==> config.mk <==
export PLATFORM = sky130hd
export DESIGN_NAME = tis_exec
export DESIGN_NICKNAME = d
export VERILOG_FILES = /design/src/rtl/tis_exec_pkg.sv /design/src/rtl/tis_sat_addsub.sv /design/src/rtl/tis_exec.sv
export SDC_FILE = /design/constraint.sdc
export NUM_CORES = 1
export LEC_CHECK = 0
export BUFFER_PORTS_ARGS = -buffer_cell sky130_fd_sc_hd__buf_2
export CAP_MARGIN = 0
export CORE_MARGIN = 2
export CORE_UTILIZATION = 52
export CTS_BUF_LIST = sky130_fd_sc_hd__clkbuf_8
export DETAILED_ROUTE_END_ITERATION = 8
export PLACE_DENSITY = 0.83
export RECOVER_POWER = 100
export SLEW_MARGIN = 30
export SYNTH_ARGS = -nofsm -noshare
export SYNTH_HDL_FRONTEND = slang
export SYNTH_SLANG_ARGS = --single-unit
==> constraint.sdc <==
create_clock -name clk -period 4.6 [get_ports clk]
set_input_delay 0.69 -clock clk [delete_from_list [all_inputs] [get_ports clk]]
set_output_delay 0.69 -clock clk [all_outputs]
set_load 0.02 [all_outputs]
==> src/rtl/tis_exec_pkg.sv <==
// Shared types and constants for the TIS-100 execute stage.
// Word width, port count, saturation bound and the decoded-field enums live here.
package tis_exec_pkg;

    localparam int WORD_W  = 11;
    localparam int NPORTS  = 4;
    localparam int SAT_MAX = 999;

    typedef logic signed [WORD_W-1:0] word_t;

    typedef enum logic [2:0] {
        OP_NOP  = 3'd0,
        OP_MOV  = 3'd1,
        OP_SWP  = 3'd2,
        OP_SAV  = 3'd3,
        OP_ADD  = 3'd4,
        OP_SUB  = 3'd5,
        OP_NEG  = 3'd6,
        OP_RSVD = 3'd7
    } opcode_t;

    typedef enum logic [2:0] {
        SRC_IMM   = 3'd0,
        SRC_ACC   = 3'd1,
        SRC_NIL   = 3'd2,
        SRC_UP    = 3'd3,
        SRC_RIGHT = 3'd4,
        SRC_DOWN  = 3'd5,
        SRC_LEFT  = 3'd6,
        SRC_ANY   = 3'd7
    } src_t;

    typedef enum logic [2:0] {
        DST_ACC   = 3'd0,
        DST_NIL1  = 3'd1,
        DST_NIL2  = 3'd2,
        DST_UP    = 3'd3,
        DST_RIGHT = 3'd4,
        DST_DOWN  = 3'd5,
        DST_LEFT  = 3'd6,
        DST_NIL7  = 3'd7
    } dst_t;

    typedef enum logic [1:0] {
        ST_IDLE   = 2'd0,
        ST_FETCH  = 2'd1,
        ST_PUSH   = 2'd2,
        ST_COMMIT = 2'd3
    } state_t;

    typedef enum logic [1:0] {
        ALU_PASS = 2'd0,
        ALU_ADD  = 2'd1,
        ALU_SUB  = 2'd2,
        ALU_NEG  = 2'd3
    } alu_op_t;

    function automatic logic op_reads_src(input opcode_t op);
        return (op == OP_MOV) || (op == OP_ADD) || (op == OP_SUB);
    endfunction

    function automatic logic dst_is_port(input dst_t d);
        return (d == DST_UP) || (d == DST_RIGHT) || (d == DST_DOWN) || (d == DST_LEFT);
    endfunction

endpackage

==> src/rtl/tis_sat_addsub.sv <==
// Combinational saturating pass/add/sub/neg on signed W-bit words.
// One guard bit holds every intermediate exactly before clamping to +/-SAT.
module tis_sat_addsub
    import tis_exec_pkg::*;
#(
    parameter int W   = WORD_W,
    parameter int SAT = SAT_MAX
) (
    input  logic [W-1:0] i_a,
    input  logic [W-1:0] i_b,
    input  alu_op_t      i_op,
    output logic [W-1:0] o_y
);

    localparam logic signed [W:0] P_MAX = (W+1)'(SAT);
    localparam logic signed [W:0] P_MIN = -P_MAX;

    logic signed [W:0] w_a;
    logic signed [W:0] w_b;
    logic signed [W:0] w_r;

    assign w_a = {i_a[W-1], i_a};
    assign w_b = {i_b[W-1], i_b};

    always_comb begin
        w_r = w_b;
        case (i_op)
            ALU_PASS: w_r = w_b;
            ALU_ADD:  w_r = w_a + w_b;
            ALU_SUB:  w_r = w_a - w_b;
            ALU_NEG:  w_r = -w_a;
            default:  w_r = w_b;
        endcase
    end

    always_comb begin
        if (w_r > P_MAX) begin
            o_y = P_MAX[W-1:0];
        end else if (w_r < P_MIN) begin
            o_y = P_MIN[W-1:0];
        end else begin
            o_y = w_r[W-1:0];
        end
    end

endmodule

==> src/rtl/tis_exec.sv <==
// TIS-100 execute stage: operand fetch, port push and ACC/BAK strobes.
// TIS_EXEC_ANY_EN enables src=ANY port reads; otherwise ANY decodes as NIL.
//   state  | meaning
//   IDLE   | waiting for an instruction
//   FETCH  | blocking read from a neighbour port
//   PUSH   | blocking write of the operand to a neighbour port
//   COMMIT | one-cycle register-file strobe
module tis_exec
    import tis_exec_pkg::*;
(
    input  logic                       clk,
    input  logic                       nrst,
    input  logic                       i_instr_valid,
    output logic                       o_instr_ready,
    input  logic [2:0]                 i_op,
    input  logic [2:0]                 i_src,
    input  logic [2:0]                 i_dst,
    input  logic [WORD_W-1:0]          i_imm,
    input  logic [WORD_W-1:0]          i_acc,
    output logic                       o_rf_write,
    output logic                       o_rf_swap,
    output logic                       o_rf_save,
    output logic [WORD_W-1:0]          o_rf_write_data,
    input  logic [NPORTS-1:0]          i_rd_valid,
    input  logic [NPORTS*WORD_W-1:0]   i_rd_data,
    output logic [NPORTS-1:0]          o_rd_ready,
    output logic [NPORTS-1:0]          o_wr_valid,
    output logic [WORD_W-1:0]          o_wr_data,
    input  logic [NPORTS-1:0]          i_wr_ready,
    output logic                       o_busy
);

    state_t  r_state;
    state_t  w_state_nxt;
    opcode_t r_op;
    src_t    r_src;
    dst_t    r_dst;
    word_t   r_operand;

    opcode_t w_in_op;
    src_t    w_in_src;
    dst_t    w_in_dst;
    logic    w_accept;
    logic    w_in_port_src;
    word_t   w_in_operand;
    logic    w_rd_fire;
    logic [1:0] w_rd_idx;
    logic [1:0] w_wr_idx;
    word_t   w_rd_word;
    alu_op_t w_alu_op;
    logic [WORD_W-1:0] w_alu_y;

    assign w_in_op  = opcode_t'(i_op);
    assign w_in_src = src_t'(i_src);
    assign w_in_dst = dst_t'(i_dst);
    assign w_accept = (r_state == ST_IDLE) && i_instr_valid;

`ifdef TIS_EXEC_ANY_EN
    assign w_in_port_src = (w_in_src == SRC_UP) || (w_in_src == SRC_RIGHT) ||
                           (w_in_src == SRC_DOWN) || (w_in_src == SRC_LEFT) ||
                           (w_in_src == SRC_ANY);
`else
    assign w_in_port_src = (w_in_src == SRC_UP) || (w_in_src == SRC_RIGHT) ||
                           (w_in_src == SRC_DOWN) || (w_in_src == SRC_LEFT);
`endif

    // Register-sourced operands are captured at accept; ports fill in during FETCH.
    always_comb begin
        w_in_operand = '0;
        case (w_in_src)
            SRC_IMM: w_in_operand = word_t'(i_imm);
            SRC_ACC: w_in_operand = word_t'(i_acc);
            default: w_in_operand = '0;
        endcase
    end

    always_comb begin
        w_rd_idx  = 2'(r_src - SRC_UP);
        w_rd_fire = i_rd_valid[w_rd_idx];
`ifdef TIS_EXEC_ANY_EN
        if (r_src == SRC_ANY) begin
            w_rd_fire = |i_rd_valid;
            w_rd_idx  = '0;
            for (int i = NPORTS - 1; i >= 0; i--) begin
                if (i_rd_valid[i]) begin
                    w_rd_idx = 2'(i);
                end
            end
        end
`endif
    end

    assign w_rd_word = word_t'(i_rd_data[w_rd_idx*WORD_W +: WORD_W]);
    assign w_wr_idx  = 2'(r_dst - DST_UP);

    always_ff @(posedge clk or negedge nrst) begin
        if (!nrst) begin
            r_state <= ST_IDLE;
        end else begin
            r_state <= w_state_nxt;
        end
    end

    always_ff @(posedge clk or negedge nrst) begin
        if (!nrst) begin
            r_op      <= OP_NOP;
            r_src     <= SRC_IMM;
            r_dst     <= DST_ACC;
            r_operand <= '0;
        end else if (w_accept) begin
            r_op      <= w_in_op;
            r_src     <= w_in_src;
            r_dst     <= w_in_dst;
            r_operand <= w_in_operand;
        end else if ((r_state == ST_FETCH) && w_rd_fire) begin
            r_operand <= w_rd_word;
        end
    end

    always_comb begin
        w_state_nxt   = r_state;
        o_instr_ready = 1'b0;
        o_rf_write    = 1'b0;
        o_rf_swap     = 1'b0;
        o_rf_save     = 1'b0;
        o_rd_ready    = '0;
        o_wr_valid    = '0;
        o_wr_data     = '0;
        case (r_state)
            ST_IDLE: begin
                o_instr_ready = 1'b1;
                if (i_instr_valid) begin
                    if (op_reads_src(w_in_op) && w_in_port_src) begin
                        w_state_nxt = ST_FETCH;
                    end else if ((w_in_op == OP_MOV) && dst_is_port(w_in_dst)) begin
                        w_state_nxt = ST_PUSH;
                    end else begin
                        w_state_nxt = ST_COMMIT;
                    end
                end
            end
            ST_FETCH: begin
                if (w_rd_fire) begin
                    o_rd_ready[w_rd_idx] = 1'b1;
                    w_state_nxt = ((r_op == OP_MOV) && dst_is_port(r_dst)) ? ST_PUSH : ST_COMMIT;
                end
            end
            ST_PUSH: begin
                o_wr_valid[w_wr_idx] = 1'b1;
                o_wr_data = r_operand;
                if (i_wr_ready[w_wr_idx]) begin
                    w_state_nxt = ST_IDLE;
                end
            end
            ST_COMMIT: begin
                w_state_nxt = ST_IDLE;
                case (r_op)
                    OP_MOV:  o_rf_write = (r_dst == DST_ACC);
                    OP_ADD:  o_rf_write = 1'b1;
                    OP_SUB:  o_rf_write = 1'b1;
                    OP_NEG:  o_rf_write = 1'b1;
                    OP_SWP:  o_rf_swap  = 1'b1;
                    OP_SAV:  o_rf_save  = 1'b1;
                    default: ;
                endcase
            end
            default: w_state_nxt = ST_IDLE;
        endcase
    end

    always_comb begin
        w_alu_op = ALU_PASS;
        case (r_op)
            OP_ADD:  w_alu_op = ALU_ADD;
            OP_SUB:  w_alu_op = ALU_SUB;
            OP_NEG:  w_alu_op = ALU_NEG;
            default: w_alu_op = ALU_PASS;
        endcase
    end

    tis_sat_addsub #(
        .W   (WORD_W),
        .SAT (SAT_MAX)
    ) u_sat (
        .i_a  (i_acc),
        .i_b  (r_operand),
        .i_op (w_alu_op),
        .o_y  (w_alu_y)
    );

    assign o_rf_write_data = o_rf_write ? w_alu_y : '0;
    assign o_busy          = (r_state != ST_IDLE);

endmodule
==> qor.csv, run 1 <==
metric;value;unit
largest net degree at the start of global routing;22;
RSZ-0062 raised after global routing;yes;
routed wire length;10700;microns
period utilization;99.7;%
CP arrival;3.90;ns
top_reg_cell synth;dfrtp_1;
Max rail drop VDD;0.507;mV
Rel. slew slack;25.6;%
Slew Viols, Final;0;
remaining antenna violation count;0;
Final Cell Area;4350;sq um
slowest cell delay on critical path;0.45;ns
most frequent cells in the layout;110 x buf_2, 28 x nand2_1, 27 x nor2_1, 27 x buf_4, 26 x o21ai_0;
gr usage total;28.4;%
CP startpoint kind;flop;
Req. time, crit path;3.91;ns
leakage;0.00201;uW
yosys synthesis warning count;0;
Longest Clk Path Bufs;2;
slowest stage cell, crit path;dfrtp_2;
crit path capture type;primary output;
WL/cell;17.9;microns
Mapped Cells;401;
starting density of the core;53.0;%
Clk Latency, worst-skew pair;0.26;ns
Avg Vias per Cell;6.31;
1st-pass router iterations;5;
#FFs+latches synth;21;
DIE HEIGHT;83.7;microns
number of synthesized flops with an enable pin;0;
row count;29;
clock-pin slew on the worst setup and hold paths;0.08;ns
hold buffers post-CTS;0;
critical-path maximum fanout;7;
Power per Cell Area;824;nW/um^2
final setup vio count;0;
Syn Area/Cell;8.24;sq um
CTS tree;yes;
Achievable Freq;0.218;GHz
post-synthesis instance area;3310;sq um
clock sinks;21;
status;complete, no violations;
Synth cell types;78;
Detailed Route Iter0 Violations;345;
crit path time final;4.59;ns
async set or reset register ratio after synthesis;100;%
Slew @ Worst Pin;1.12;ns
synth-to-layout area growth;31.6;%
Final Util;69.7;%
# nets final;631;
first-pass GRT wire length;16400;microns
setup ws final;0.0135;ns
grt ovf;0;
Final HPWL DP;8190;microns
Layout fillers;486;
Reg2Reg Setup Slack;1.77;ns
global placement routability congestion;0.955;
Port Buffers;120;
DP Area;3890;sq um
layout cells sized above 1;40.2;%
Fin. Hold Viols;0;
H-Tree Depth;1;
clk root buf;clkbuf_8;
commonest non-fill, non-tap cell in the layout;buf_2;
kind of critical path;flop to primary output;
Hold Path Class;flop to flop;
Antenna diodes;0;
antenna violations before repair;0;
total power;3580;uW
DRC;0;
clock skew;0.00551;ns
via count;3782;
Setup Slack @ Placement;0.0767;ns
Placeable Area;6240;sq um
I/O pins;121;
syn_nets;509;
Die X;83.7;microns
Max-Cap Viols;0;
sequential area share after synthesis;15.9;%
die area;7010;sq um
vias in the first global route;3517;
CTS Buf Count;3;
crit path cell chain;nor4_4 -> and2_4 -> a21oi_1 -> xnor2_1 -> ha_2 -> a21o_1 -> a32oi_1 -> o31ai_2 -> nor4b_4 -> o311ai_1 -> or3_4 -> a21boi_4 -> o211a_1 -> buf_6;
## registers in the layout, indices dropped and copies added, names as in the netlist
| name | count |
|---|---|
| r_op | 3 |
| r_operand | 11 |
| r_src | 2 |
| r_dst | 3 |
| r_state | 2 |
## metal layers
layer | vias up | track usage (%) | wire [microns]
met1 | 1759 | 37.2 | 4240
met4 | 0 | 9.82 | 418
met2 | 236 | 48.9 | 5220
met5 | - | 0 | 0
li1 | 1740 | - | -
met3 | 47 | 2.77 | 846
## worst max-delay path, delay by kind of cell (launching register included)
| family | cells | cell delay (ns) |
|---|---|---|
| compound gates | 7 | 1.33 |
| xor+xnor | 1 | 0.18 |
| fa+ha+maj | 1 | 0.35 |
| buf+inv | 1 | 0.12 |
| flops | 1 | 0.45 |
| simple gates | 4 | 1.20 |
## report_power, final
part	leakage [uW]	total (uW)	switching [uW]	internal, uW
sequential	0.000248	445	160	285
clock	0.0000255	122	61.9	60.4
combinational	0.00173	3020	1690	1330
total	0.00201	3580	1910	1670
## stage by stage
stage,hold slack [ns],setup TNS [ns],cells
2_1_floorplan,0.394,0,401
3_3_place_gp,0.530,0,579
3_5_place_dp,0.536,0,579
4_1_cts,0.383,0,586
5_1_grt,0.617,-1.28,599
6_report,0.578,0,599
## kinds of logic (layout without fill, tap and decap cells)
logic type | Yosys count | in the layout | synth area share [%]
AOI/OAI and AO/OA | 122 | 122 | 25.7
xor gates and xnor gates | 18 | 18 | 4.77
adders and majority gates | 24 | 24 | 9.16
buffers and inverters | 50 | 171 | 7.46
DFF | 21 | 21 | 15.9
muxes | 27 | 27 | 13.1
and+or+nand+nor | 139 | 139 | 23.9
## worst paths after layout
path / startpoint / end / depth (start not counted)
min in group asynchronous: nrst / r_state[1] / 1
worst max register to register: r_src[0] / r_operand[0] / 8
max in group asynchronous: nrst / r_operand[5] / 1
worst max-delay path: r_operand[2] / o_rf_write_data[4] / 14
worst min register to register: r_dst[2] / r_dst[2] / 2
worst min-delay path: r_dst[2] / r_dst[2] / 2
## cells in the mapped netlist (all sizes together), types with 9 or more instances
library cell,count,share of area (%)
clkbuf,18,2.8
and2,17,3.2
inv,25,2.8
ha,21,7.9
nand2,29,3.3
o21ai,35,5.3
mux4,13,8.9
mux2i,13,3.9
dfrtp,21,16
o21a,13,3.0
nor2,30,3.4
nor3,11,1.7
xor2,9,2.4
xnor2,9,2.4
a21oi,18,2.7
## repair_timing
item,4_1_cts,5_1_grt
cloned,0,0
pin swaps,1,26
hold endpoints to repair,0,0
gates resized for setup,8,57
setup buffers,3,13
endpoints found under the setup margin,8,10
## area by class of cell
type / instances / area, sq um / share of cell area [%]
clock buffer: 3 / 41.3 / 0.949
clock inverter: 1 / 5.00 / 0.115
inverter: 25 / 93.8 / 2.16
multi-input combinational: 330 / 2800 / 64.3
sequential: 21 / 531 / 12.2
tap: 77 / 96.3 / 2.22
timing repair buffer: 142 / 787 / 18.1
No activity file was read; power rests on OpenSTA's default activity.
==> inputs of run 2 (changes only) <==
--- a/config.mk
+++ b/config.mk
@@ -8,10 +8,10 @@
 export BUFFER_PORTS_ARGS = -buffer_cell sky130_fd_sc_hd__buf_2
 export CAP_MARGIN = 0
 export CORE_MARGIN = 2
-export CORE_UTILIZATION = 52
+export CORE_UTILIZATION = 47
 export CTS_BUF_LIST = sky130_fd_sc_hd__clkbuf_8
 export DETAILED_ROUTE_END_ITERATION = 8
-export PLACE_DENSITY = 0.83
+export PLACE_DENSITY = 0.8
 export RECOVER_POWER = 100
 export SLEW_MARGIN = 30
 export SYNTH_ARGS = -nofsm -noshare
==> constraint.sdc (replaced) <==
create_clock -name clk -period 3.9 [get_ports clk]
set_input_delay 0.585 -clock clk [delete_from_list [all_inputs] [get_ports clk]]
set_output_delay 0.585 -clock clk [all_outputs]
set_load 0.02 [all_outputs]
==> run 2 against run 1 <==
  * The flow now finishes with violations (negative setup slack)
  * Clock-buffer cell count did not move
  * Via count rose by 2.7%
  * Critical path type unchanged
  * Global-route usage rose by 0.62 points
  * First-iteration DRC count fell by 37%
  * Sequential power rose by 13%
  * Non-clock buffer count rose by 54
  * Core utilization rose by 0.50 points
  * Highest routed layer unchanged
  * Register-to-register slack got worse by 1.4 ns
  * Cell count rose by 12%
==> qor.csv, run 2 (synthesis results as in run 1) <==
metric;value;unit
clock-pin slew on the worst setup and hold paths;0.07;ns
grt met1 use;35.4;%
I/O pins;121;
Largest register FFs;11;
Placeable Area;6790;sq um
GR Util met3;3.20;%
WL/cell;16.5;microns
crit path capture type;primary output;
Req. time, crit path;3.31;ns
hold buffers post-CTS;0;
final setup vio count;15;
Fin. Hold Viols;0;
remaining antenna violation count;0;
Most Used Layer, Global Route;met2;
gr usage total;29.0;%
clock skew;0.00485;ns
Cells after DPL;661;
Power per Cell Area;980;nW/um^2
worst hold slack;0.518;ns
CP arrival;3.74;ns
commonest non-fill, non-tap cell in the layout;buf_2;
H-Tree Depth;1;
crit path cell chain;nor4_4 -> and2_4 -> a21oi_2 -> xnor2_1 -> ha_1 -> a21o_1 -> a32oi_1 -> o31ai_2 -> nor4b_4 -> o311ai_1 -> or3_4 -> a21boi_4 -> buf_4 -> a211oi_2 -> buf_4;
row count;30;
Max rail drop VDD;0.488;mV
Buf/Inv on CP;2;
met2 Use GR;53.4;%
global placement routability congestion;0.974;
via count;3885;
leakage;0.00223;uW
most frequent cells in the layout;102 x buf_2, 81 x buf_4, 28 x nand2_1;
critical-path maximum fanout;5;
clk root buf;clkbuf_8;
total power;4670;uW
slowest cell delay on critical path;0.41;ns
Die X;87.9;microns
crit path time final;4.32;ns
die area;7720;sq um
Achievable Freq;0.231;GHz
Antenna diodes;0;
Biggest register;r_operand;
slowest stage cell, crit path;dfrtp_1;
Avg Vias per Cell;5.78;
grt ovf;0;
violated checks;negative setup slack;
synth-to-layout area growth;44.2;%
DIE HEIGHT;87.9;microns
Finished Layout Cells;672;
Top Registers;r_operand: 11 flops, r_dst: 3 flops, r_op: 3 flops;
DRC;0;
CTS Buf Count;3;
Port Buffers;120;
Clk Latency, worst-skew pair;0.26;ns
vias in the first global route;3795;
RSZ-0062 raised after global routing;yes;
first-pass GRT wire length;17700;microns
# nets final;685;
Final HPWL DP;9270;microns
Rel. slew slack;24.5;%
largest net degree at the start of global routing;22;
Layout fillers;540;
layout cells sized above 1;44.1;%
kind of critical path;flop to primary output;
clock sinks;21;
starting density of the core;48.7;%
status;finished with violations;
CTS tree;yes;
Max-Cap Viols;0;
routed wire length;11100;microns
Slew Viols, Final;0;
setup ws final;-0.424;ns
cell repeated most along the worst path;buf_4;
Hold Path Class;input port to asynchronous set/reset pin;
CP startpoint kind;flop;
period utilization;111;%
Detailed Route Iter0 Violations;217;
Slew @ Worst Pin;1.13;ns
1st-pass router iterations;5;
CP delay by family, top;simple AND/OR/NAND/NOR gates;
antenna violations before repair;0;
Longest Clk Path Bufs;2;
## run 2: layout make-up
class                      count  area (sq um)  area share [%]
clock buffer                   3          41.3           0.866
clock inverter                 1          3.75          0.0787
inverter                      25          93.8            1.97
multi-input combinational    330          2790            58.4
sequential                    21           526            11.0
tap                           96           120            2.52
timing repair buffer         196          1200            25.1
## run 2: worst paths after layout
kind	depth (start not counted)	endpoint	slack (ns)	start
setup / recovery	15	o_rf_write_data[2]	-0.42	r_operand[5]
hold / removal	1	r_state[1]	0.52	nrst
setup reg to reg	8	r_operand[0]	0.41	r_src[0]
hold reg to reg	2	r_dst[2]	0.58	r_dst[2]
max in group asynchronous	1	r_operand[7]	2.70	nrst
min in group clk	3	r_dst[1]	0.55	i_dst[1]
## run 2: report_power, final
part / internal [uW] / switching, uW / total [uW]
Sequential: 332 / 169 / 501
Clock: 70.1 / 68.0 / 138
Combinational: 1930 / 2110 / 4040
## run 2: routing by layer
metal,vias to the layer above,routed length (microns)
met4,0,225
li1,1849,-
met5,-,0
met1,1842,4320
met2,175,5850
met3,19,674
## run 2: timing repair
| action | CTS | global route |
|---|---|---|
| setup buffers | 4 | 3 |
| setup endpoints to repair | 11 | 11 |
| gates cloned | 0 | 0 |
| pin swaps | 7 | 1 |
| resized for setup | 42 | 5 |
## run 2: through the flow
step	TNS, ns	util, %	setup slack [ns]	cell area [sq um]
2_1_floorplan	-1.23	-	-0.173	3410
3_3_place_gp	-0.856	65.9	-0.125	4480
4_1_cts	-3.43	69.8	-0.404	4740
6_report	-4.06	70.2	-0.424	4770
3_5_place_dp	-2.70	65.9	-0.354	4480
5_1_grt	-7.68	70.2	-0.637	4770
==> inputs of run 3 (changes only) <==
--- a/config.mk
+++ b/config.mk
@@ -9,7 +9,7 @@
 export CAP_MARGIN = 0
 export CORE_MARGIN = 2
 export CORE_UTILIZATION = 47
-export CTS_BUF_LIST = sky130_fd_sc_hd__clkbuf_8
+export CTS_BUF_LIST = sky130_fd_sc_hd__clkbuf_4 sky130_fd_sc_hd__clkbuf_8
 export DETAILED_ROUTE_END_ITERATION = 8
 export PLACE_DENSITY = 0.8
 export RECOVER_POWER = 100
==> run 3 against run 2 <==
  * The flow still finishes with violations (negative setup slack)
  * Largest power group unchanged
  * Sequential power decreased by 1%
  * Worst setup slack gained 0.0030 ns
  * First-iteration DRC count shrank 1.8%
  * Critical endpoint is now o_rf_write_data[5]
  * Global-route usage grew 0.098 points
  * Largest cell class unchanged
  * Flip-flop and latch count is the same
  * Non-clock buffer count is 1 higher
  * Worst hold slack got worse by 0.0032 ns
  * Critical path type unchanged
  * Highest routed layer unchanged
==> qor.csv, run 3 (synthesis results as in run 1) <==
metric;value;unit
status;finished with violations;
violated checks;negative setup slack;
row count;30;
Multi-input gate area;2750;sq um
CTS tree;yes;
crit path cell chain;nor4_4 -> and2_4 -> nor2_2 -> xnor2_1 -> ha_1 -> buf_6 -> or4bb_1 -> a31oi_1 -> a311o_1 -> o22ai_4 -> nand2_1 -> or3_4 -> a21boi_4 -> buf_4 -> a211oi_2 -> buf_4;
Worst Reg-to-Reg Cells;8;
Hold Path Class;input port to asynchronous set/reset pin;
clk root buf;clkbuf_8;
antenna violations before repair;0;
Fin. Hold Viols;0;
CP arrival;3.74;ns
DIE HEIGHT;87.9;microns
CP startpoint kind;flop;
RSZ-0062 raised after global routing;yes;
Port Buffers;120;
CTS Buf Count;3;
final setup vio count;15;
starting density of the core;48.7;%
largest net degree at the start of global routing;22;
Top Registers;r_operand: 11 flops, r_dst: 3 flops, r_op: 3 flops;
Final HPWL DP;9270;microns
synth-to-layout area growth;43.3;%
Antenna diodes;0;
cell repeated most along the worst path;buf_4;
Biggest register;r_operand;
setup ws final;-0.421;ns
Slew Viols, Final;0;
Detailed Route Iter0 Violations;213;
period utilization;111;%
leakage;0.00220;uW
Max rail drop VDD;0.487;mV
gr usage total;29.1;%
first-pass GRT wire length;17800;microns
WL/cell;16.5;microns
Longest Clk Path Bufs;2;
Reg-to-Reg Start;r_src[0];
DRC;0;
Largest register FFs;11;
Reg area;526;sq um
kind of critical path;flop to primary output;
clock-pin slew on the worst setup and hold paths;0.07;ns
Achievable Freq;0.231;GHz
Slew @ Worst Pin;1.12;ns
most frequent cells in the layout;100 x buf_2, 83 x buf_4, 27 x nand2_1;
Rel. slew slack;25.2;%
die area;7720;sq um
Req. time, crit path;3.31;ns
I/O pins;121;
Buf/Inv on CP;3;
routed wire length;11100;microns
Setup Slack @ Placement;-0.354;ns
slowest stage cell, crit path;dfrtp_1;
critical-path maximum fanout;6;
global placement routability congestion;0.974;
Clk Latency, worst-skew pair;0.26;ns
remaining antenna violation count;0;
Placeable Area;6790;sq um
CP delay by family, top;simple AND/OR/NAND/NOR gates;
crit path capture type;primary output;
layout cells sized above 1;43.5;%
commonest non-fill, non-tap cell in the layout;buf_2;
Max-Cap Viols;0;
# nets final;686;
via count;3961;
Die X;87.9;microns
Final Util;69.7;%
grt ovf;0;
clock skew;0.00422;ns
Power per Cell Area;976;nW/um^2
H-Tree Depth;1;
1st-pass router iterations;5;
Avg Vias per Cell;5.89;
clock sinks;21;
vias in the first global route;3799;
slowest cell delay on critical path;0.41;ns
Layout fillers;543;
r2r endpoint;r_operand[0];
Reg2Reg Setup Slack;0.43;ns
crit path time final;4.32;ns
## run 3: power by group
part | internal (uW) | leakage [uW] | switching, uW
Clock | 79.7 | 0.0000262 | 68.1
Sequential | 332 | 0.000252 | 163
Combinational | 1900 | 0.00192 | 2090
Total | 2310 | 0.00220 | 2320
## run 3: through the flow
step	hold slack [ns]	instances	setup TNS, ns	cell area, sq um	total power, uW
6_report	0.515	673	-4.10	4740	4620
5_1_grt	0.566	673	-7.50	4740	4970
4_1_cts	0.276	671	-3.48	4730	4570
3_5_place_dp	0.555	661	-2.70	4480	4110
3_3_place_gp	0.528	661	-0.856	4480	4000
2_1_floorplan	0.289	401	-1.23	3410	2880
## run 3: area by class of cell
class / count / share of cell area (%)
repair buffers: 197 / 25.3
flip-flops and latches: 21 / 11.1
inverters: 25 / 1.98
multi-input cells: 330 / 58.1
well taps: 96 / 2.54
clock buffers: 4 / 1.03
## run 3: how the worst max path moves through the flow
stage | from | endpoint | slack, ns | cells after the start
floorplan | r_op[0] | o_rf_write_data[1] | -0.17 | 15
global placement | i_acc[0] | o_rf_write_data[1] | -0.13 | 14
detailed placement | r_operand[5] | o_rf_write_data[2] | -0.35 | 14
CTS | r_operand[5] | o_rf_write_data[2] | -0.40 | 15
global route | r_operand[4] | o_rf_write_data[5] | -0.61 | 16
finish | r_operand[4] | o_rf_write_data[5] | -0.42 | 16
## run 3: timing repair
item,CTS,global route
buffers inserted,6,2
resized for setup,36,3
pin swaps,10,1
hold endpoints to repair,0,0
hold buffers,0,0
setup endpoints to repair,11,11
cloned,0,0
## run 3: per-layer routing
metal	vias up	wire length [microns]	part of all wire [%]	GRT usage [%]
met4	0	227	2.0	7.83
met3	23	772	6.9	2.36
met2	198	5810	52	54.1
li1	1859	-	-	-
met5	-	0	0	0
met1	1881	4310	39	36.0
## run 3: worst register-to-register path: stages (launching register included)
cell,delay (ns)
dfrtp_1,0.34
clkbuf_1,0.79
inv_1,0.23
ha_1,0.65
mux4_2,0.38
nand2_1,0.13
or2_2,0.29
nand2_1,0.29
o21a_1,0.26
